**config.mk**
```make
export PLATFORM = sky130hd
export DESIGN_NAME = axi_stream_split_s2m_flat
export DESIGN_NICKNAME = d
export VERILOG_FILES = /design/src/rtl/axi_stream_split_s2m_if.sv /design/src/rtl/axi_stream_split_s2m.sv /design/src/flat_wrapper.sv
export SDC_FILE = /design/constraint.sdc
export NUM_CORES = 1
export LEC_CHECK = 0
export CORE_MARGIN = 2
export CORE_UTILIZATION = 33
export CTS_CLUSTER_DIAMETER = 100
export DETAILED_ROUTE_END_ITERATION = 6
export HOLD_SLACK_MARGIN = 0.03
export PLACE_DENSITY = 0.78
export SETUP_SLACK_MARGIN = 0.2
export SYNTH_ARGS = -nofsm -noshare
export SYNTH_HDL_FRONTEND = slang
export SYNTH_SLANG_ARGS = --single-unit
```
**constraint.sdc**
```tcl
create_clock -name aclk -period 1.95 [get_ports aclk]
set_input_delay 0.2925 -clock aclk [delete_from_list [all_inputs] [get_ports aclk]]
set_output_delay 0.2925 -clock aclk [all_outputs]
set_load 0.01 [all_outputs]
```
**src/rtl/axi_stream_split_s2m_if.sv**
```systemverilog
// AXI-Stream bundle used by the stream splitter.
// Master drives payload and valid; slave drives ready.
interface axi_stream_split_s2m_if #(
  parameter int DSIZE = 32,
  parameter int KSIZE = DSIZE / 8,
  parameter int USIZE = 1
);
  logic [DSIZE-1:0] tdata;
  logic [KSIZE-1:0] tkeep;
  logic [USIZE-1:0] tuser;
  logic             tvalid;
  logic             tlast;
  logic             tready;

  modport master (
    output tdata,
    output tkeep,
    output tuser,
    output tvalid,
    output tlast,
    input  tready
  );

  modport slave (
    input  tdata,
    input  tkeep,
    input  tuser,
    input  tvalid,
    input  tlast,
    output tready
  );
endinterface

```
**src/rtl/axi_stream_split_s2m.sv**
```systemverilog
// Splits each packet: first split_len beats to m0 (tlast forced
// on the last of them), remaining beats to m1. Zero-latency routing.
module axi_stream_split_s2m #(
  parameter int DSIZE = 32,
  parameter int KSIZE = DSIZE / 8,
  parameter int USIZE = 1
) (
  input  logic                          aclk,
  input  logic                          rst,
  input  logic [15:0]                   split_len,
  axi_stream_split_s2m_if.slave         s,
  axi_stream_split_s2m_if.master        m0,
  axi_stream_split_s2m_if.master        m1
);

  typedef enum logic {
    HEAD = 1'b0,
    TAIL = 1'b1
  } state_t;

  state_t           state;
  logic [15:0]      tcnt;
  logic             fire;
  logic             split_pt;
  logic [DSIZE-1:0] data;
  logic [KSIZE-1:0] keep;
  logic [USIZE-1:0] user;

  // split_len==0 would alias 0xFFFF; treat it as "never split"
  assign split_pt = (split_len != 16'd0)
                 && (tcnt == split_len - 16'd1);

  assign s.tready = (state == TAIL) ? m1.tready
                                    : m0.tready;
  assign fire = s.tvalid & s.tready;

  assign data = s.tdata;
  assign keep = s.tkeep;
  assign user = s.tuser;

  assign m0.tdata  = data;
  assign m0.tkeep  = keep;
  assign m0.tuser  = user;
  assign m0.tvalid = s.tvalid & (state == HEAD);
  assign m0.tlast  = s.tlast | split_pt;

  assign m1.tdata  = data;
  assign m1.tkeep  = keep;
  assign m1.tuser  = user;
  assign m1.tvalid = s.tvalid & (state == TAIL);
  assign m1.tlast  = s.tlast;

  always_ff @(posedge aclk or posedge rst) begin
    if (rst) begin
      state <= HEAD;
      tcnt  <= 16'd0;
    end else if (fire) begin
      if (s.tlast) begin
        state <= HEAD;
        tcnt  <= 16'd0;
      end else begin
        tcnt <= tcnt + 16'd1;
        if (split_pt)
          state <= TAIL;
      end
    end
  end

endmodule

```
**src/flat_wrapper.sv**
```systemverilog
// flat-port wrapper written by rule: the top's interface ports become plain ports
module axi_stream_split_s2m_flat 
#(
  parameter int DSIZE = 32,
  parameter int KSIZE = DSIZE / 8,
  parameter int USIZE = 1
)
  (aclk, rst, split_len, s_tdata, s_tkeep, s_tuser, s_tvalid, s_tlast, s_tready, m0_tdata, m0_tkeep, m0_tuser, m0_tvalid, m0_tlast, m0_tready, m1_tdata, m1_tkeep, m1_tuser, m1_tvalid, m1_tlast, m1_tready);
  axi_stream_split_s2m_if #(.DSIZE(DSIZE), .KSIZE(KSIZE), .USIZE(USIZE)) s_i ();
  axi_stream_split_s2m_if #(.DSIZE(DSIZE), .KSIZE(KSIZE), .USIZE(USIZE)) m0_i ();
  axi_stream_split_s2m_if #(.DSIZE(DSIZE), .KSIZE(KSIZE), .USIZE(USIZE)) m1_i ();
  input  logic aclk;
  input  logic rst;
  input  logic [15:0] split_len;
  input wire logic [$bits(s_i.tdata)-1:0] s_tdata;
  input wire logic [$bits(s_i.tkeep)-1:0] s_tkeep;
  input wire logic [$bits(s_i.tuser)-1:0] s_tuser;
  input wire logic [$bits(s_i.tvalid)-1:0] s_tvalid;
  input wire logic [$bits(s_i.tlast)-1:0] s_tlast;
  output wire logic [$bits(s_i.tready)-1:0] s_tready;
  output wire logic [$bits(m0_i.tdata)-1:0] m0_tdata;
  output wire logic [$bits(m0_i.tkeep)-1:0] m0_tkeep;
  output wire logic [$bits(m0_i.tuser)-1:0] m0_tuser;
  output wire logic [$bits(m0_i.tvalid)-1:0] m0_tvalid;
  output wire logic [$bits(m0_i.tlast)-1:0] m0_tlast;
  input wire logic [$bits(m0_i.tready)-1:0] m0_tready;
  output wire logic [$bits(m1_i.tdata)-1:0] m1_tdata;
  output wire logic [$bits(m1_i.tkeep)-1:0] m1_tkeep;
  output wire logic [$bits(m1_i.tuser)-1:0] m1_tuser;
  output wire logic [$bits(m1_i.tvalid)-1:0] m1_tvalid;
  output wire logic [$bits(m1_i.tlast)-1:0] m1_tlast;
  input wire logic [$bits(m1_i.tready)-1:0] m1_tready;
  assign s_i.tdata = s_tdata;
  assign s_i.tkeep = s_tkeep;
  assign s_i.tuser = s_tuser;
  assign s_i.tvalid = s_tvalid;
  assign s_i.tlast = s_tlast;
  assign s_tready = s_i.tready;
  assign m0_tdata = m0_i.tdata;
  assign m0_tkeep = m0_i.tkeep;
  assign m0_tuser = m0_i.tuser;
  assign m0_tvalid = m0_i.tvalid;
  assign m0_tlast = m0_i.tlast;
  assign m0_i.tready = m0_tready;
  assign m1_tdata = m1_i.tdata;
  assign m1_tkeep = m1_i.tkeep;
  assign m1_tuser = m1_i.tuser;
  assign m1_tvalid = m1_i.tvalid;
  assign m1_tlast = m1_i.tlast;
  assign m1_i.tready = m1_tready;
  axi_stream_split_s2m #(.DSIZE(DSIZE), .KSIZE(KSIZE), .USIZE(USIZE)) u_core (.aclk(aclk), .rst(rst), .split_len(split_len), .s(s_i), .m0(m0_i), .m1(m1_i));
endmodule
```
==> impl_results.md <==
* Worst-Skew Late Latency at between 0.2 and 0.3 ns
* Syn Area/Cell at around 8 um2
* Sequential fraction of the synthesis area at 20.7%
* Storage cell area at ~430 um2
* Total gr overflow at 0
* Final WS setup at -0.437 ns
* Cell repeated most along the worst path: nand2_2
* Failing checks: setup timing
* RSZ-0062 raised after global routing: yes
* CTS Buf Count at 3
* Number of flops mapped to enable cells by yosys at 0
* Max-slew violations at 0
* Post-Syn Area at 2060 um2
* Syn_nets at 313
* Yosys warns at 0
* Hold crit path type: in2async
* Total Wirelength at 4.32 mm
* CP cell instances: xnor2_2 > or4b_1 > a2111o_1 > nand2_2 > nand4_4 > nand2_2 > buf_6
* CTS Sinks at 17
* First-pass GRT wire length at 7.33 mm
* Global routing usage on met3 at 3.08%
* Final min period at 2.39 ns
* Busiest metal layer after global routing: met2
* Final core utilization at 39.5%
* Routability cong. at 0.914
* CTS tree: done
* Setup TNS Final at -0.871 ns
* Startpoint type of the worst setup path: flop
* Largest net degree at the start of global routing at 18
* Post-synthesis register bit count at 17
* Hold violation count in the final report at 0
* Synth Flop Type: dfrtp_1
* Layout cell share with drive strength beyond 1 at 35.6%
* Area Growth Syn to Fin at 15.0%
* Antenna Cells at 0
* Peak Freq at 419 MHz
* Port buffer count at 26
* Clk_skew at about 0.0034 ns
* Routed len/inst at 12.9 um
* Top-count cell post-synth: buf_4
* Proportion of synthesized area in mux cells at 2.13%
* Yosys top cell area share at 27.4%
* # DRC at 0
* Pre-CTS setup slack at -1.16 ns
* Post-synth cell types at 48
* Max incr delay on CP at 0.51 ns
* Vias in the first global route at ~1700
* Synth top cells by count: buf_4 (75), nor2_1 (23), dfrtp_1 (17), nand2_1 (17)
* Fin cells at roughly 340
* Leakage power at 1.05 nW
* Die area at 6880 um2
* Clock root buffer: clkbuf_8
* Synth Area in XOR/XNOR at 11.1%
* Clock Tree Buf Depth at 2
* Max Cap Viol at 0
* Initial antenna violation count at 0
* Arr. time, crit path at 2.09 ns
* Multi-input gate area in the final layout at 1080 um2
* Worst path slowest cell: or4b_1
* Total via count in the routed design at around 1600
* Post-DP HPWL at 3.44 mm
* Antenna Violating Nets Remaining at 0
* H-tree depth at 1
* Initial Utilization at 34.4%
* Crit path capture type: output pin
* Die height at 83.0 um
* Syn Inst Count at roughly 250
* Power density cells at 396 nW/um2
* Gr usage total at 12.4%
* Largest cells by area after synthesis: buf_4 (27%), dfrtp_1 (21%), xnor2_1 (5.5%)
* Global Route met2 Usage at between 20 and 25%
* Met1 Track Usage GR at 15.3%
* Number of fill cells in the layout at between 500 and 600
* Core Footprint at 5990 um2
* Fin crit share at 122%
* Placed Cells at 325
* Dominant cell type by area after synthesis: buf_4
* Number of nets in the layout at roughly 320
* Outcome: finished with violations
* Final setup fails at 2
* Worst-Margin Slew at 0.464 ns
* Synth Area in Simple Gates at between 20% and 30%
* Async SR Flop Fraction at 100%
* Vias per inst at between 4 and 5
* Max IR drop VDD at 214 uV
* DR pass1 iterations at 4
* CP Max Fanout at 2
* DRT iter0 DRCs at 68
* Die Wd at 83.0 um
* Crit path required time at 1.66 ns
* Hold_buf cts at 0
* Num ports at around 140
* Reg clk slew, reported paths at 0.07 ns
* Adder-cell share of the synthesized area at 1.22%
* Setup CP Type: reg2out
* Largest family of logic cells by synthesized area: buffers and inverters
* Max transition margin at 69.1%
* Row count at 28
* Compound-Gate Fraction of Synth Area at about an eighth
## area by class of cell
class / count / share of cell area (%)
inverters: 7 / 1.11
repair buffers: 84 / 29.2
flip-flops and latches: 17 / 18.0
clock buffers: 4 / 1.90
well taps: 75 / 3.96
multi-input cells: 149 / 45.8
## per-layer routing
layer / part of all wire [%] / wire (um)
met5: 0 / 0
met4: 1.2 / 50
met3: 6.8 / 295
met2: 48 / 2090
met1: 44 / 1880
## registers in the layout, indices dropped and copies added (netlist names)
signal,flops
u_core.state,1
u_core.tcnt,16
## worst max-delay path: cells and delay by family (launching register included)
kind                   cells  cell delay, ns
flip-flops                 1            0.43
AO/OA/AOI/OAI              1            0.38
AND/OR/NAND/NOR            4            0.78
buffers and inverters      1            0.10
XOR/XNOR                   1            0.16
## cells in the final DEF (no fill, tap or decap), drive strengths merged, types with 3 or more instances in the layout
cell and instances:
a211oi 4, a21oi 3, buf 59, clkbuf 7, clkdlybuf4s15 4, clkdlybuf4s50 10
dfrtp 17, dlygate4sd2 8, inv 7, mux2 3, nand2 17, nand3 8
nand4 6, nor2 23, nor2b 3, nor3 6, nor4 4, o211ai 4
o21ai 10, or4 3, xnor2 13, xor2 13
## final timing paths
path	from	end	slack (ns)	depth (start not counted)
worst max-delay path	u_core.tcnt[11]	m0_tlast	-0.44	7
worst min-delay path	rst	u_core.tcnt[5]	0.35	3
worst max register to register	u_core.tcnt[11]	u_core.state	-0.43	10
worst min register to register	u_core.tcnt[2]	u_core.tcnt[2]	0.63	2
max in group asynchronous	rst	u_core.tcnt[12]	1.41	3
min in group aclk	s_tdata[14]	m0_tdata[14]	0.59	0
## stage by stage
step           hold slack, ns  total power [mW]  cell area (um2)
4_1_cts                 0.366             0.937             2350
5_1_grt                 0.384             0.988             2370
6_report                0.349             0.936             2370
3_3_place_gp            0.578             0.672             2230
3_5_place_dp            0.585             0.679             2230
2_1_floorplan           0.219             0.670             2070
## power by group
| group | switching (mW) | internal [mW] | total [mW] |
|---|---|---|---|
| Clock | 0.118 | 0.145 | 0.263 |
| Combinational | 0.139 | 0.157 | 0.296 |
| Sequential | 0.0114 | 0.365 | 0.377 |
## kinds of logic after synthesis
group / after synthesis
xor gates and xnor gates: 26
and+or+nand+nor: 86
muxes: 4
buffers and inverters: 86
DFF: 17
adders and majority gates: 2
AOI/OAI and AO/OA: 31
## timing repair
action,in CTS,in global routing
pin swaps,17,7
endpoints found under the setup margin,15,7
resized for setup,36,12
setup buffers,6,1
Note: power is estimated with default switching activity, not from simulation.
==> variant, RTL diff (config.mk and constraints unchanged) <==
`DSIZE` is set to 32 in 3 places; all go to 128.
--- a/src/rtl/axi_stream_split_s2m_if.sv
+++ b/src/rtl/axi_stream_split_s2m_if.sv
@@ -1,7 +1,7 @@
 // AXI-Stream bundle used by the stream splitter.
 // Master drives payload and valid; slave drives ready.
 interface axi_stream_split_s2m_if #(
-  parameter int DSIZE = 32,
+  parameter int DSIZE = 128,
   parameter int KSIZE = DSIZE / 8,
   parameter int USIZE = 1
 );
--- a/src/rtl/axi_stream_split_s2m.sv
+++ b/src/rtl/axi_stream_split_s2m.sv
@@ -1,7 +1,7 @@
 // Splits each packet: first split_len beats to m0 (tlast forced
 // on the last of them), remaining beats to m1. Zero-latency routing.
 module axi_stream_split_s2m #(
-  parameter int DSIZE = 32,
+  parameter int DSIZE = 128,
   parameter int KSIZE = DSIZE / 8,
   parameter int USIZE = 1
 ) (
--- a/src/flat_wrapper.sv
+++ b/src/flat_wrapper.sv
@@ -1,7 +1,7 @@
 // flat-port wrapper written by rule: the top's interface ports become plain ports
 module axi_stream_split_s2m_flat 
 #(
-  parameter int DSIZE = 32,
+  parameter int DSIZE = 128,
   parameter int KSIZE = DSIZE / 8,
   parameter int USIZE = 1
 )
Ports: changed (6 resized); port bits go from 138 to 462. The function was not compared with the original's and may differ.
==> variant against the unedited design <==
The flow now stops in I/O pin placement. Synthesized area increased by 79%.
==> variant: results (changes against the unedited design) <==
Status
Status: did not finish (was finished, violations left). The failing step is I/O pin placement. The first error in the log reads "[ERROR PPL-0024] Number of IO pins (462) exceeds maximum number of available positions (388). Increase the die perimeter from 438.38um to 628.32um".

Yosys
The net count of the mapped netlist is 637 (was 313). Most frequent cells after synthesis: 291 x buf_4, 23 x nor2_1, 17 x dfrtp_1, 17 x nand2_1 (was 75 x buf_4, 23 x nor2_1, 17 x dfrtp_1, 17 x nand2_1). The proportion of synthesized chip area in sequential cells is 0.116 (was 0.207). The yosys synthesis warning count is 0 (unchanged).

The dominant cell by count in the synthesized netlist is buf_4 (unchanged). The flip-flop and latch count after synthesis came to 17 (unchanged). Biggest area contributors in the synthesized netlist: buf_4 59%, dfrtp_1 12%, xnor2_1 3.1%, xor2_1 3.1%, nor2_1 2.3% (was buf_4 27%, dfrtp_1 21%, xnor2_1 5.5%, xor2_1 5.5%, nor2_1 4.2%). The average cell area after synthesis was 7.86 µm² (was 8.17 µm²). The number of flops mapped to enable cells by yosys came to 0 (unchanged). The count of unique library cells instantiated by Yosys is 48 (unchanged). The async set-reset flop share out of synthesis is 1.00 (unchanged). The mapped cell area came to 0.00368 mm² (was 0.00206 mm²). The commonest register cell after synthesis was dfrtp_1 (unchanged).
## variant: cell types whose count changed after synthesis
| cell | delta |
|---|---|
| buf_4 | +216 |
## variant: cell families after synthesis
logic type,after synthesis,share of synthesized area
buffers and inverters,302,0.607
AND/OR/NAND/NOR,86,0.129
AO/OA/AOI/OAI,31,0.0680
XOR/XNOR,26,0.0619
flip-flops,17,0.116
multiplexers,4,0.0119
adder cells (fa/ha/maj),2,0.00680
